--- src/rtl/id_ex_latch.sv ---
// ID/EX pipeline register with load-use hazard detection, bubble injection and flush.
// Define ID_EX_STATS_EN to build the instruction/bubble counters; otherwise they read 0.
module id_ex_latch #(
  parameter int DATA_W      = 32,
  parameter int REG_AW      = 5,
  parameter int MEMREAD_BIT = 1
) (
  input  logic              clk,
  input  logic              rst,
  input  logic              flush,
  input  logic              valid_in,
  input  logic [1:0]        ctlwb_in,
  input  logic [2:0]        ctlm_in,
  input  logic [3:0]        ctlex_in,
  input  logic [DATA_W-1:0] npc_in,
  input  logic [DATA_W-1:0] A_in,
  input  logic [DATA_W-1:0] B_in,
  input  logic [DATA_W-1:0] signext_in,
  input  logic [REG_AW-1:0] rs_in,
  input  logic [REG_AW-1:0] rt_in,
  input  logic [REG_AW-1:0] rd_in,
  output logic              valid_out,
  output logic [1:0]        ctlwb_out,
  output logic [2:0]        ctlm_out,
  output logic [3:0]        ctlex_out,
  output logic [DATA_W-1:0] npc_out,
  output logic [DATA_W-1:0] A_out,
  output logic [DATA_W-1:0] B_out,
  output logic [DATA_W-1:0] signext_out,
  output logic [REG_AW-1:0] rt_out,
  output logic [REG_AW-1:0] rd_out,
  output logic              stall,
  output logic [31:0]       bubble_count,
  output logic [31:0]       instr_count
);

  logic load_bubble;
  logic rt_hit;

  // A load in EX whose destination feeds the decode instruction; $zero never hazards.
  assign rt_hit      = (rt_out != '0) && ((rt_out == rs_in) || (rt_out == rt_in));
  assign stall       = valid_out & ctlm_out[MEMREAD_BIT] & valid_in & rt_hit;
  assign load_bubble = flush | stall;

  // Control and valid are killed on a bubble; data fields hold to avoid needless toggling.
  always_ff @(posedge clk or posedge rst) begin
    if (rst) begin
      valid_out   <= 1'b0;
      ctlwb_out   <= '0;
      ctlm_out    <= '0;
      ctlex_out   <= '0;
      npc_out     <= '0;
      A_out       <= '0;
      B_out       <= '0;
      signext_out <= '0;
      rt_out      <= '0;
      rd_out      <= '0;
    end else if (load_bubble) begin
      valid_out   <= 1'b0;
      ctlwb_out   <= '0;
      ctlm_out    <= '0;
      ctlex_out   <= '0;
    end else begin
      valid_out   <= valid_in;
      ctlwb_out   <= ctlwb_in;
      ctlm_out    <= ctlm_in;
      ctlex_out   <= ctlex_in;
      npc_out     <= npc_in;
      A_out       <= A_in;
      B_out       <= B_in;
      signext_out <= signext_in;
      rt_out      <= rt_in;
      rd_out      <= rd_in;
    end
  end

`ifdef ID_EX_STATS_EN
  always_ff @(posedge clk or posedge rst) begin
    if (rst) begin
      instr_count  <= '0;
      bubble_count <= '0;
    end else if (load_bubble) begin
      bubble_count <= bubble_count + 32'd1;
    end else if (valid_in) begin
      instr_count  <= instr_count + 32'd1;
    end
  end
`else
  assign instr_count  = '0;
  assign bubble_count = '0;
`endif

endmodule

--- config.mk ---
export PLATFORM = sky130hd
export DESIGN_NAME = id_ex_latch
export DESIGN_NICKNAME = d
export VERILOG_FILES = /design/src/rtl/id_ex_latch.sv
export SDC_FILE = /design/constraint.sdc
export NUM_CORES = 1
export LEC_CHECK = 0
export ABC_CLOCK_PERIOD_IN_PS = 5200
export BUFFER_PORTS_ARGS = -buffer_cell sky130_fd_sc_hd__buf_2
export CORE_ASPECT_RATIO = 1.75
export CORE_MARGIN = 5
export CORE_UTILIZATION = 28
export DETAILED_ROUTE_END_ITERATION = 8
export PLACE_DENSITY = 0.57
export SLEW_MARGIN = 20
export SYNTH_ARGS = -nofsm -noshare
export SYNTH_HDL_FRONTEND = slang
export SYNTH_SLANG_ARGS = --single-unit
--- constraint.sdc ---
create_clock -name clk -period 5.2 [get_ports clk]
set_input_delay 0.52 -clock clk [delete_from_list [all_inputs] [get_ports clk]]
set_output_delay 0.52 -clock clk [all_outputs]
set_load 0.05 [all_outputs]
==> impl_metrics.ini, run 1 <==
[status]
status = finished clean

[drt]
post-route-drc-count = 0
dr.first_iter.drc_count = 102
drt-total-wl_um = 16300
routedWlPerCell_um = 15.9
via_per_inst = 4.00
detail-route-antenna-nets = 0
dr.pass1.iters = 4
via_count = 4110

[cells_and_area]
syn_to_final_growth_pct = 30.8
multi_input_area_um2 = 2400
nFillCells = 2327
layout.nets = 865
final_common_cell = buf_2
final_layout_size_suffix_gt1_share_pct = 65.9
finish.instance_area_um2 = 8660
ff_latch_area_um2 = 3700
mostFrequentLayoutCells = buf_2 (304), dfrtp_1 (148), mux2_4 (105)

[die]
die_w_um = 126
rows = 74
pin_count = 369
die_y_um = 213
core_area_um2 = 23300
die_area_um2 = 26900
start_util_pct = 28.4

[critical_path]
startpoint_type = register
path_cells = or4_1 > nor2_1 > o21ba_4 > buf_12 > mux2_2
cpPeakStageDelay_ns = 0.81
crit_required_ns = 5.52
r2r_cells = 5
end_kind = register
arrival_ns = 3.28
critPathKind = reg2reg
reg2reg_slack_ns = 2.25
path_max_fanout = 54
cpMaxStageDelayCell = o21ba_4

[timing]
fin_skew_ns = 0.0112
setup_violations = 0
tightestPinTransition_ns = 1.04
rsz0062_at_grt = false
final-max-slew-violation-count = 0
period_share_pct = 56.8
relSlewSlack_pct = 30.7
min_period_ns = 2.95
final.setup.tns_ns = 0
hold_viol = 0
clock.fmax_mhz = 339

[clock_network]
max-clock-path-buffers = 2
postCtsSetupRepairBufs = 0
cts-resized-gates = 0
cts_tree = built
clkTransAtPathRegs_ns = 0.07
htree_levels = 4
clkLatencyLatePin_ns = 0.44
cts.sinks = 148
hold_buffers = 0
clockRootBuffer = clkbuf_16
cts_buffers = 17

[placed_design]
placed_area_um2 = 8070
dp_hpwl_um = 12200
port_buffers = 304
place_congestion = 0.756

[global_route]
grt_pass1_vias = 4288
grt_pass1_wl_um = 23900
grt-ovfl-total = 0
grt_usage_pct = 11.7
antenna_found_initial = 2
grt_max_degree = 56

[power]
p_clk_share_pct = 35.2
pwr-share-seq_pct = 37.8
p_sw_mw = 1.26
p_int_mw = 2.25
powerDensity_nw_per_um2 = 405
peakVddDrop_mv = 0.197
cellLeakagePower_nw = 4.57
pwr-share-comb_pct = 27.0
netSwitchingFraction_pct = 35.8

[yosys]
synth-seq-cells = 148
ys_seq_area_share_pct = 56.0
synth_cells = 399
synth_area_per_cell_um2 = 16.6
ys_types = 20
ys_warn_count = 0
syn-cell-area_um2 = 6620

[worst_hold_path]
min_path_type = in2async

[run]
cap_violations = 0
-- worst max-delay path, delay by kind of cell, from the launching register on --
kind / cells / cell delay (ns)
mux: 1 / 0.38
buf+inv: 1 / 0.40
compound gates: 1 / 0.81
simple gates: 2 / 0.69
flops: 1 / 0.45
-- state kept, by name, summed over array words and instances (netlist names) --
name	count
A_out	32
B_out	32
npc_out	32
signext_out	32
rd_out	5
rt_out	5
ctlex_out	4
ctlm_out	3
ctlwb_out	2
valid_out	1
-- area by class of cell --
type                       count  area share [%]
multi-input combinational    233            27.8
inverter                       1           0.101
clock inverter                15            1.79
tap                          304            4.39
timing repair buffer         308            18.2
clock buffer                  17            4.91
sequential                   148            42.8
antenna                        1          0.0289
-- power by group through the flow --
| stage | Combinational, mW | Sequential [mW] | Clock [mW] |
|---|---|---|---|
| 2_1_floorplan | 0.374 | 1.75 | 0 |
| 3_3_place_gp | 0.952 | 1.34 | 0 |
| 3_5_place_dp | 0.956 | 1.34 | 0 |
| 4_1_cts | 0.958 | 1.33 | 1.27 |
| 5_1_grt | 0.989 | 1.34 | 1.31 |
| 6_report | 0.947 | 1.32 | 1.23 |
-- worst paths after layout --
| kind | start | end |
|---|---|---|
| max in group asynchronous | rst | signext_out[19] |
| worst min-delay path | rst | signext_out[2] |
| min in group clk | ctlm_in[0] | ctlm_out[0] |
| worst min register to register | signext_out[27] | signext_out[27] |
| worst max register to register | rt_out[1] | B_out[3] |
| worst max-delay path | rt_out[1] | B_out[3] |
-- synth_stat cells (all sizes together) --
master  count  area share [%]
clkbuf      1           0.076
or2b        1            0.11
or4         1            0.11
nor4        2            0.28
o21ba       1            0.25
mux2      133              29
conb        1           0.057
xor2       10             1.3
nand3       1           0.076
a22oi       1            0.11
dfrtp     148              56
buf        79              11
inv         1           0.057
a22o        5            0.66
and2       10            0.95
nor2        4            0.23
-- metrics by stage --
step                      cells  power [mW]  setup slack (ns)  util [%]  hold slack [ns]
after floorplan             462        2.12             0.700         -            0.649
after global placement      994        2.29              2.23      34.6            0.485
after detailed placement    994        2.30              2.19      34.6            0.487
after CTS                  1026        3.56              2.22      37.1           0.0768
after global routing       1027        3.64              2.10      37.1            0.108
final                      1027        3.50              2.25      37.1           0.0850
-- cells by family (layout without fill, tap and decap cells) --
kind of cell | Yosys count | after routing | share of synthesized area, %
buffers and inverters | 81 | 341 | 11.3
multiplexers | 133 | 133 | 28.6
XOR/XNOR | 10 | 10 | 1.32
AO/OA/AOI/OAI | 7 | 7 | 1.02
flip-flops | 148 | 148 | 56.0
AND/OR/NAND/NOR | 19 | 19 | 1.76
other | 1 | 65 | 0.0567
-- routing by layer --
metal	wire length (um)	vias to the layer above	global-route usage [%]	part of all wire [%]
met2	8590	231	20.2	53
met1	5850	1989	12.5	36
met3	1420	28	4.51	8.7
met4	416	2	5.74	2.6
met5	20	-	0	0.12
li1	-	1860	-	-
No activity file was read; power rests on OpenSTA's default activity.
==> inputs of run 2 (changes only) <==
--- a/config.mk
+++ b/config.mk
@@ -5,13 +5,13 @@
 export SDC_FILE = /design/constraint.sdc
 export NUM_CORES = 1
 export LEC_CHECK = 0
-export ABC_CLOCK_PERIOD_IN_PS = 5200
+export ABC_CLOCK_PERIOD_IN_PS = 2700
 export BUFFER_PORTS_ARGS = -buffer_cell sky130_fd_sc_hd__buf_2
 export CORE_ASPECT_RATIO = 1.75
 export CORE_MARGIN = 5
 export CORE_UTILIZATION = 28
 export DETAILED_ROUTE_END_ITERATION = 8
-export PLACE_DENSITY = 0.57
+export PLACE_DENSITY = 0.59
 export SLEW_MARGIN = 20
 export SYNTH_ARGS = -nofsm -noshare
 export SYNTH_HDL_FRONTEND = slang
==> constraint.sdc (replaced) <==
create_clock -name clk -period 2.7 [get_ports clk]
set_input_delay 0.27 -clock clk [delete_from_list [all_inputs] [get_ports clk]]
set_output_delay 0.27 -clock clk [all_outputs]
set_load 0.05 [all_outputs]
==> run 2 against run 1 <==
Fmax up 31%. Highest routed layer is now met4. Setup slack worse by 1.8 ns. Worst hold slack worse by 0.041 ns. Largest cell class unchanged. Total power up 93%. Clock-buffer cell count up 1.
==> impl_metrics.ini, run 2 (same netlist as run 1, synthesis figures left out) <==
[drt]
dr.first_iter.drc_count = 113
via_count = 4159
routedWlPerCell_um = 15.6
detail-route-antenna-nets = 0
drt-total-wl_um = 16300
via_per_inst = 4.00
post-route-drc-count = 0
dr.pass1.iters = 4

[critical_path]
crit_required_ns = 3.01
cpMaxStageDelayCell = or4_1
path_cells = or4_1 > nor2_1 > o21ba_4 > buf_12 > mux2_2
cpPeakStageDelay_ns = 0.53
critPathBufInv = 1
end_kind = register
arrival_ns = 2.57
r2r_cells = 5
startpoint_type = register
crit_path_end = B_out[7]
crit_start = rt_out[1]
r2r-end = B_out[7]
r2r_start = rt_out[1]
path_max_fanout = 46
critPathKind = reg2reg
path_delay_family = simple AND/OR/NAND/NOR gates
reg2reg_slack_ns = 0.44
worst-path-stages = 5

[worst_hold_path]
min_path_type = in2reg

[power]
peakVddDrop_mv = 0.526
powerDensity_nw_per_um2 = 767
fin_total_pwr_mw = 6.76
cellLeakagePower_nw = 4.65

[clock_network]
htree_levels = 4
cts_tree = built
clkLatencyLatePin_ns = 0.43
cts_buffers = 17
cts.sinks = 148
max-clock-path-buffers = 2
clkTransAtPathRegs_ns = 0.06
postCtsSetupRepairBufs = 0
clockRootBuffer = clkbuf_16

[die]
die_w_um = 126
start_util_pct = 28.4
die_area_um2 = 26900
pin_count = 369
core_area_um2 = 23300
rows = 74
die_y_um = 213

[timing]
finalWorstSetupSlack_ns = 0.444
setup_violations = 0
rsz0062_at_grt = false
final.setup.tns_ns = 0
finalHoldWorstSlack_ns = 0.0441
final-max-slew-violation-count = 0
clock.fmax_mhz = 443
min_period_ns = 2.26
hold_viol = 0
period_share_pct = 83.6
fin_skew_ns = 0.00682

[cells_and_area]
finish.instance_area_um2 = 8820
final_layout_size_suffix_gt1_share_pct = 66.3
final_common_cell = buf_2
layout.nets = 877
mostFrequentLayoutCells = buf_2 (304), dfrtp_1 (148), mux2_4 (105)
final_cells = 1040
syn_to_final_growth_pct = 33.3
fin_util_pct = 37.8
nFillCells = 2315

[run]
cap_violations = 0

[global_route]
grt_usage_pct = 11.7
grt_max_degree = 86
grt_pass1_vias = 4460
grt_pass1_wl_um = 24000
grt-ovfl-total = 0
antenna_found_initial = 1

[placed_design]
port_buffers = 304
dp_hpwl_um = 12300
placed_area_um2 = 8220
dp_slack_ns = 0.445
place_congestion = 0.769
placedCellCount = 1005

[status]
status = finished clean
==> run 2: changes by cell type in the layout (fill, tap and decap cells not counted), moves of 2 or more <==
cell,delta
clkinv_2,-2
clkinv_4,+2
buf_4,+6
buf_12,+5
==> run 2: timing repair <==
action,in CTS,in global routing
hold buffers,1,0
gates resized for setup,0,0
endpoints found under the hold margin,103,0
setup endpoints to repair,0,0
==> run 2: worst min path at each step <==
stage | slack, ns | start | cells after the start | endpoint
after detailed placement | 0.42 | rst | 3 | B_out[18]
after global routing | 0.02 | ctlex_in[1] | 2 | ctlex_out[1]
after floorplan | 0.40 | ctlex_in[0] | 1 | ctlex_out[0]
after CTS | 0.002 | ctlm_in[2] | 2 | ctlm_out[2]
final | 0.04 | ctlm_in[2] | 2 | ctlm_out[2]
after global placement | 0.43 | rst | 3 | B_out[20]
==> run 2: area by class of cell <==
cell class,count,area (um^2),area share (%)
clock buffer,18,439,4.98
tap,304,380,4.31
timing repair buffer,320,1730,19.6
clock inverter,14,151,1.72
multi-input combinational,233,2400,27.2
sequential,148,3700,42.0
antenna,2,5.00,0.0567
inverter,1,7.51,0.0851
==> run 2: power by group <==
part | total, mW | leakage [nW] | internal (mW) | switching, mW
Clock | 2.36 | 0.287 | 1.39 | 0.972
Sequential | 2.56 | 1.75 | 2.44 | 0.124
Combinational | 1.84 | 2.62 | 0.547 | 1.29
Total | 6.76 | 4.65 | 4.37 | 2.39
==> run 2: per-layer routing <==
metal  share of wire [%]  vias to the layer above  wire, um  track usage (%)
met5                   0                        -         0                0
li1                    -                     1877         -                -
met1                  35                     2016      5730             12.0
met3                 8.4                       32      1360             4.59
met2                  53                      234      8660             20.3
met4                 3.1                        0       507             6.48
==> inputs of run 3 (changes only) <==
--- a/config.mk
+++ b/config.mk
@@ -5,13 +5,14 @@
 export SDC_FILE = /design/constraint.sdc
 export NUM_CORES = 1
 export LEC_CHECK = 0
-export ABC_CLOCK_PERIOD_IN_PS = 2700
+export ABC_AREA = 1
+export ABC_CLOCK_PERIOD_IN_PS = 2220
 export BUFFER_PORTS_ARGS = -buffer_cell sky130_fd_sc_hd__buf_2
 export CORE_ASPECT_RATIO = 1.75
 export CORE_MARGIN = 5
 export CORE_UTILIZATION = 28
 export DETAILED_ROUTE_END_ITERATION = 8
-export PLACE_DENSITY = 0.59
+export PLACE_DENSITY = 0.57
 export SLEW_MARGIN = 20
 export SYNTH_ARGS = -nofsm -noshare
 export SYNTH_HDL_FRONTEND = slang
==> constraint.sdc (replaced) <==
create_clock -name clk -period 2.22 [get_ports clk]
set_input_delay 0.222 -clock clk [delete_from_list [all_inputs] [get_ports clk]]
set_output_delay 0.222 -clock clk [all_outputs]
set_load 0.05 [all_outputs]
==> run 3 against run 2 <==
Sequential cell count stayed put. Clock-buffer cell count up 3. Die area down 2.6%. Non-clock buffer count is 113 higher. Critical path type is now reg2out. Sequential share of layout area shrank 4.3 points. Core utilization increased by 5.4 points. Combinational power grew 18%. Global-route usage increased by 4.5 points. Clock skew rose by 0.0017 ns. Worst hold slack worse by 0.021 ns.
==> impl_metrics.ini, run 3 <==
[clock_network]
htree_levels = 4
clkTransAtPathRegs_ns = 0.06
cts.sinks = 148
max-clock-path-buffers = 2
cts_tree = built
clockRootBuffer = clkbuf_16
cts_buffers = 17
clkLatencyLatePin_ns = 0.44

[yosys]
ys_seq_area_share_pct = 57.5
yosys-top-cells-area = dfrtp_1 (58%), nand2_1 (17%), nand3_1 (11%), buf_4 (7.8%), buf_2 (2.0%)
yosysMostFrequentCell = nand2_1
synth_edf_count = 0
synth_cells = 749
synth_top_area_share_pct = 57.5
ys_warn_count = 0
yosysTopAreaCell = dfrtp_1
synth_common_cells = nand2_1 (298), dfrtp_1 (148), nand3_1 (141)
synth-seq-cells = 148
synth_area_per_cell_um2 = 8.59
synthFlopType = dfrtp_1
syn-cell-area_um2 = 6440
synthArstFlopShare_pct = 100
ys_types = 14

[timing]
period_share_pct = 91.3
setup_violations = 0
clock.fmax_mhz = 494
final.setup.tns_ns = 0
rsz0062_at_grt = false
min_period_ns = 2.03
finalWorstSetupSlack_ns = 0.194
finalHoldWorstSlack_ns = 0.0234
relSlewSlack_pct = 52.9
final-max-slew-violation-count = 0
tightestPinTransition_ns = 0.706
hold_viol = 0
fin_skew_ns = 0.00854

[power]
netSwitchingFraction_pct = 35.4
pwr-share-comb_pct = 27.2
p_sw_mw = 2.82
peakVddDrop_mv = 0.541
powerDensity_nw_per_um2 = 810
pwr-share-seq_pct = 38.5
p_clk_share_pct = 34.3
cellLeakagePower_nw = 5.58
p_int_mw = 5.14

[cells_and_area]
ff_latch_area_um2 = 3700
final_cells = 1464
nFillCells = 2213
multi_input_area_um2 = 2210
mostFrequentLayoutCells = buf_2 (303), nand2_1 (297), dfrtp_1 (148)
syn_to_final_growth_pct = 52.7
final_layout_size_suffix_gt1_share_pct = 30.4
diodes = 0
finish.instance_area_um2 = 9830
layout.nets = 1311
final_common_cell = buf_2

[placed_design]
dp_slack_ns = 0.478
placed_area_um2 = 8140
dp_hpwl_um = 14900
port_buffers = 304
place_congestion = 0.789
placedCellCount = 1323

[drt]
post-route-drc-count = 0
detail-route-antenna-nets = 0
routedWlPerCell_um = 15.0
dr.first_iter.drc_count = 288
dr.pass1.iters = 6
drt-total-wl_um = 21900
via_count = 6210
via_per_inst = 4.24

[worst_hold_path]
min_path_cells = 3
min_path_type = in2reg

[status]
status = finished clean

[die]
core_area_um2 = 22700
start_util_pct = 28.3
pin_count = 369
die_w_um = 125
rows = 73
die_y_um = 211
die_area_um2 = 26200

[global_route]
grt_pass1_wl_um = 33600
grt_use_met3_pct = 5.30
grt_max_degree = 65
grt-ovfl-total = 0
antenna_found_initial = 1
grt_pass1_vias = 6292
grt-busiest-layer = met2
use_met2_pct = 29.4
grt_usage_pct = 16.2
grt_util_met1_pct = 16.8

[critical_path]
crit_required_ns = 2.00
end_kind = output pin
arrival_ns = 1.80
startpoint_type = register
r2r_cells = 10
path_max_fanout = 11
critPathKind = reg2out

[run]
cap_violations = 0
run 3: cell count changes after synthesis, moves of 11 or more:
cell	before	now
nand2_1	0	298
nand3_1	1	141
mux2_4	105	0
mux2_2	28	0
buf_2	0	26
inv_1	1	25
nor2_1	4	20
clkbuf_1	0	14
buf_12	11	0
run 3: cell type report:
| type | count | share of cell area [%] |
|---|---|---|
| clock inverters | 7 | 0.866 |
| well taps | 300 | 3.82 |
| flip-flops and latches | 148 | 37.7 |
| multi-input cells | 529 | 22.5 |
| clock buffers | 21 | 4.58 |
| inverters | 26 | 1.06 |
| repair buffers | 433 | 29.5 |
run 3: worst max-delay path: stages, from the launching register on:
cell	delay (ns)
dfrtp_1	0.43
nor2_1	0.13
nor2_1	0.05
nor2_1	0.09
nand3_1	0.12
nand2_4	0.13
nand2_8	0.10
inv_1	0.08
clkbuf_4	0.23
run 3: timing repair:
item | in CTS | in global routing
hold endpoints to repair | 126 | 0
cloned | 0 | 1
setup endpoints to repair | 1 | 1
buffers inserted | 0 | 1
gates resized for setup | 0 | 6
hold buffers | 112 | 0
pin swaps | 0 | 2
run 3: final timing paths:
| kind | start | end | slack [ns] |
|---|---|---|---|
| worst max-delay path | rt_out[0] | stall | 0.19 |
| worst min-delay path | B_in[6] | B_out[6] | 0.02 |
| worst max register to register | rt_out[0] | A_out[3] | 0.44 |
| worst min register to register | npc_out[16] | npc_out[16] | 0.46 |
| max in group asynchronous | rst | B_out[31] | 1.12 |
| min in group asynchronous | rst | valid_out | 0.46 |
run 3: cell families (layout without fill, tap and decap cells):
| logic type | after synthesis | after routing | synth area share (%) |
|---|---|---|---|
| and+or+nand+nor | 461 | 462 | 29.7 |
| DFF | 148 | 148 | 57.5 |
| buffers and inverters | 136 | 487 | 12.3 |
| xor gates and xnor gates | 2 | 2 | 0.272 |
| other | 1 | 64 | 0.0583 |
| AOI/OAI and AO/OA | 1 | 1 | 0.0777 |
run 3: power groups by stage:
| stage | registers, mW | logic (mW) | clock network [mW] |
|---|---|---|---|
| 2_1_floorplan | 3.95 | 0.687 | 0 |
| 3_3_place_gp | 3.10 | 2.00 | 0 |
| 3_5_place_dp | 3.10 | 2.01 | 0 |
| 4_1_cts | 3.06 | 2.17 | 2.81 |
| 5_1_grt | 3.09 | 2.30 | 2.89 |
| 6_report | 3.06 | 2.17 | 2.73 |
run 3: routing by layer:
metal / part of all wire [%] / vias to the layer above
li1: - / 3027
met1: 36 / 2871
met2: 54 / 269
met4: 3.2 / 2
met5: 0.050 / -
met3: 7.1 / 41
run 3: stage by stage:
| step | power [mW] | utilization [%] |
|---|---|---|
| after floorplan | 4.63 | - |
| after global placement | 5.11 | 35.8 |
| after detailed placement | 5.12 | 35.8 |
| after CTS | 8.05 | 43.0 |
| after global routing | 8.29 | 43.2 |
| final | 7.96 | 43.2 |
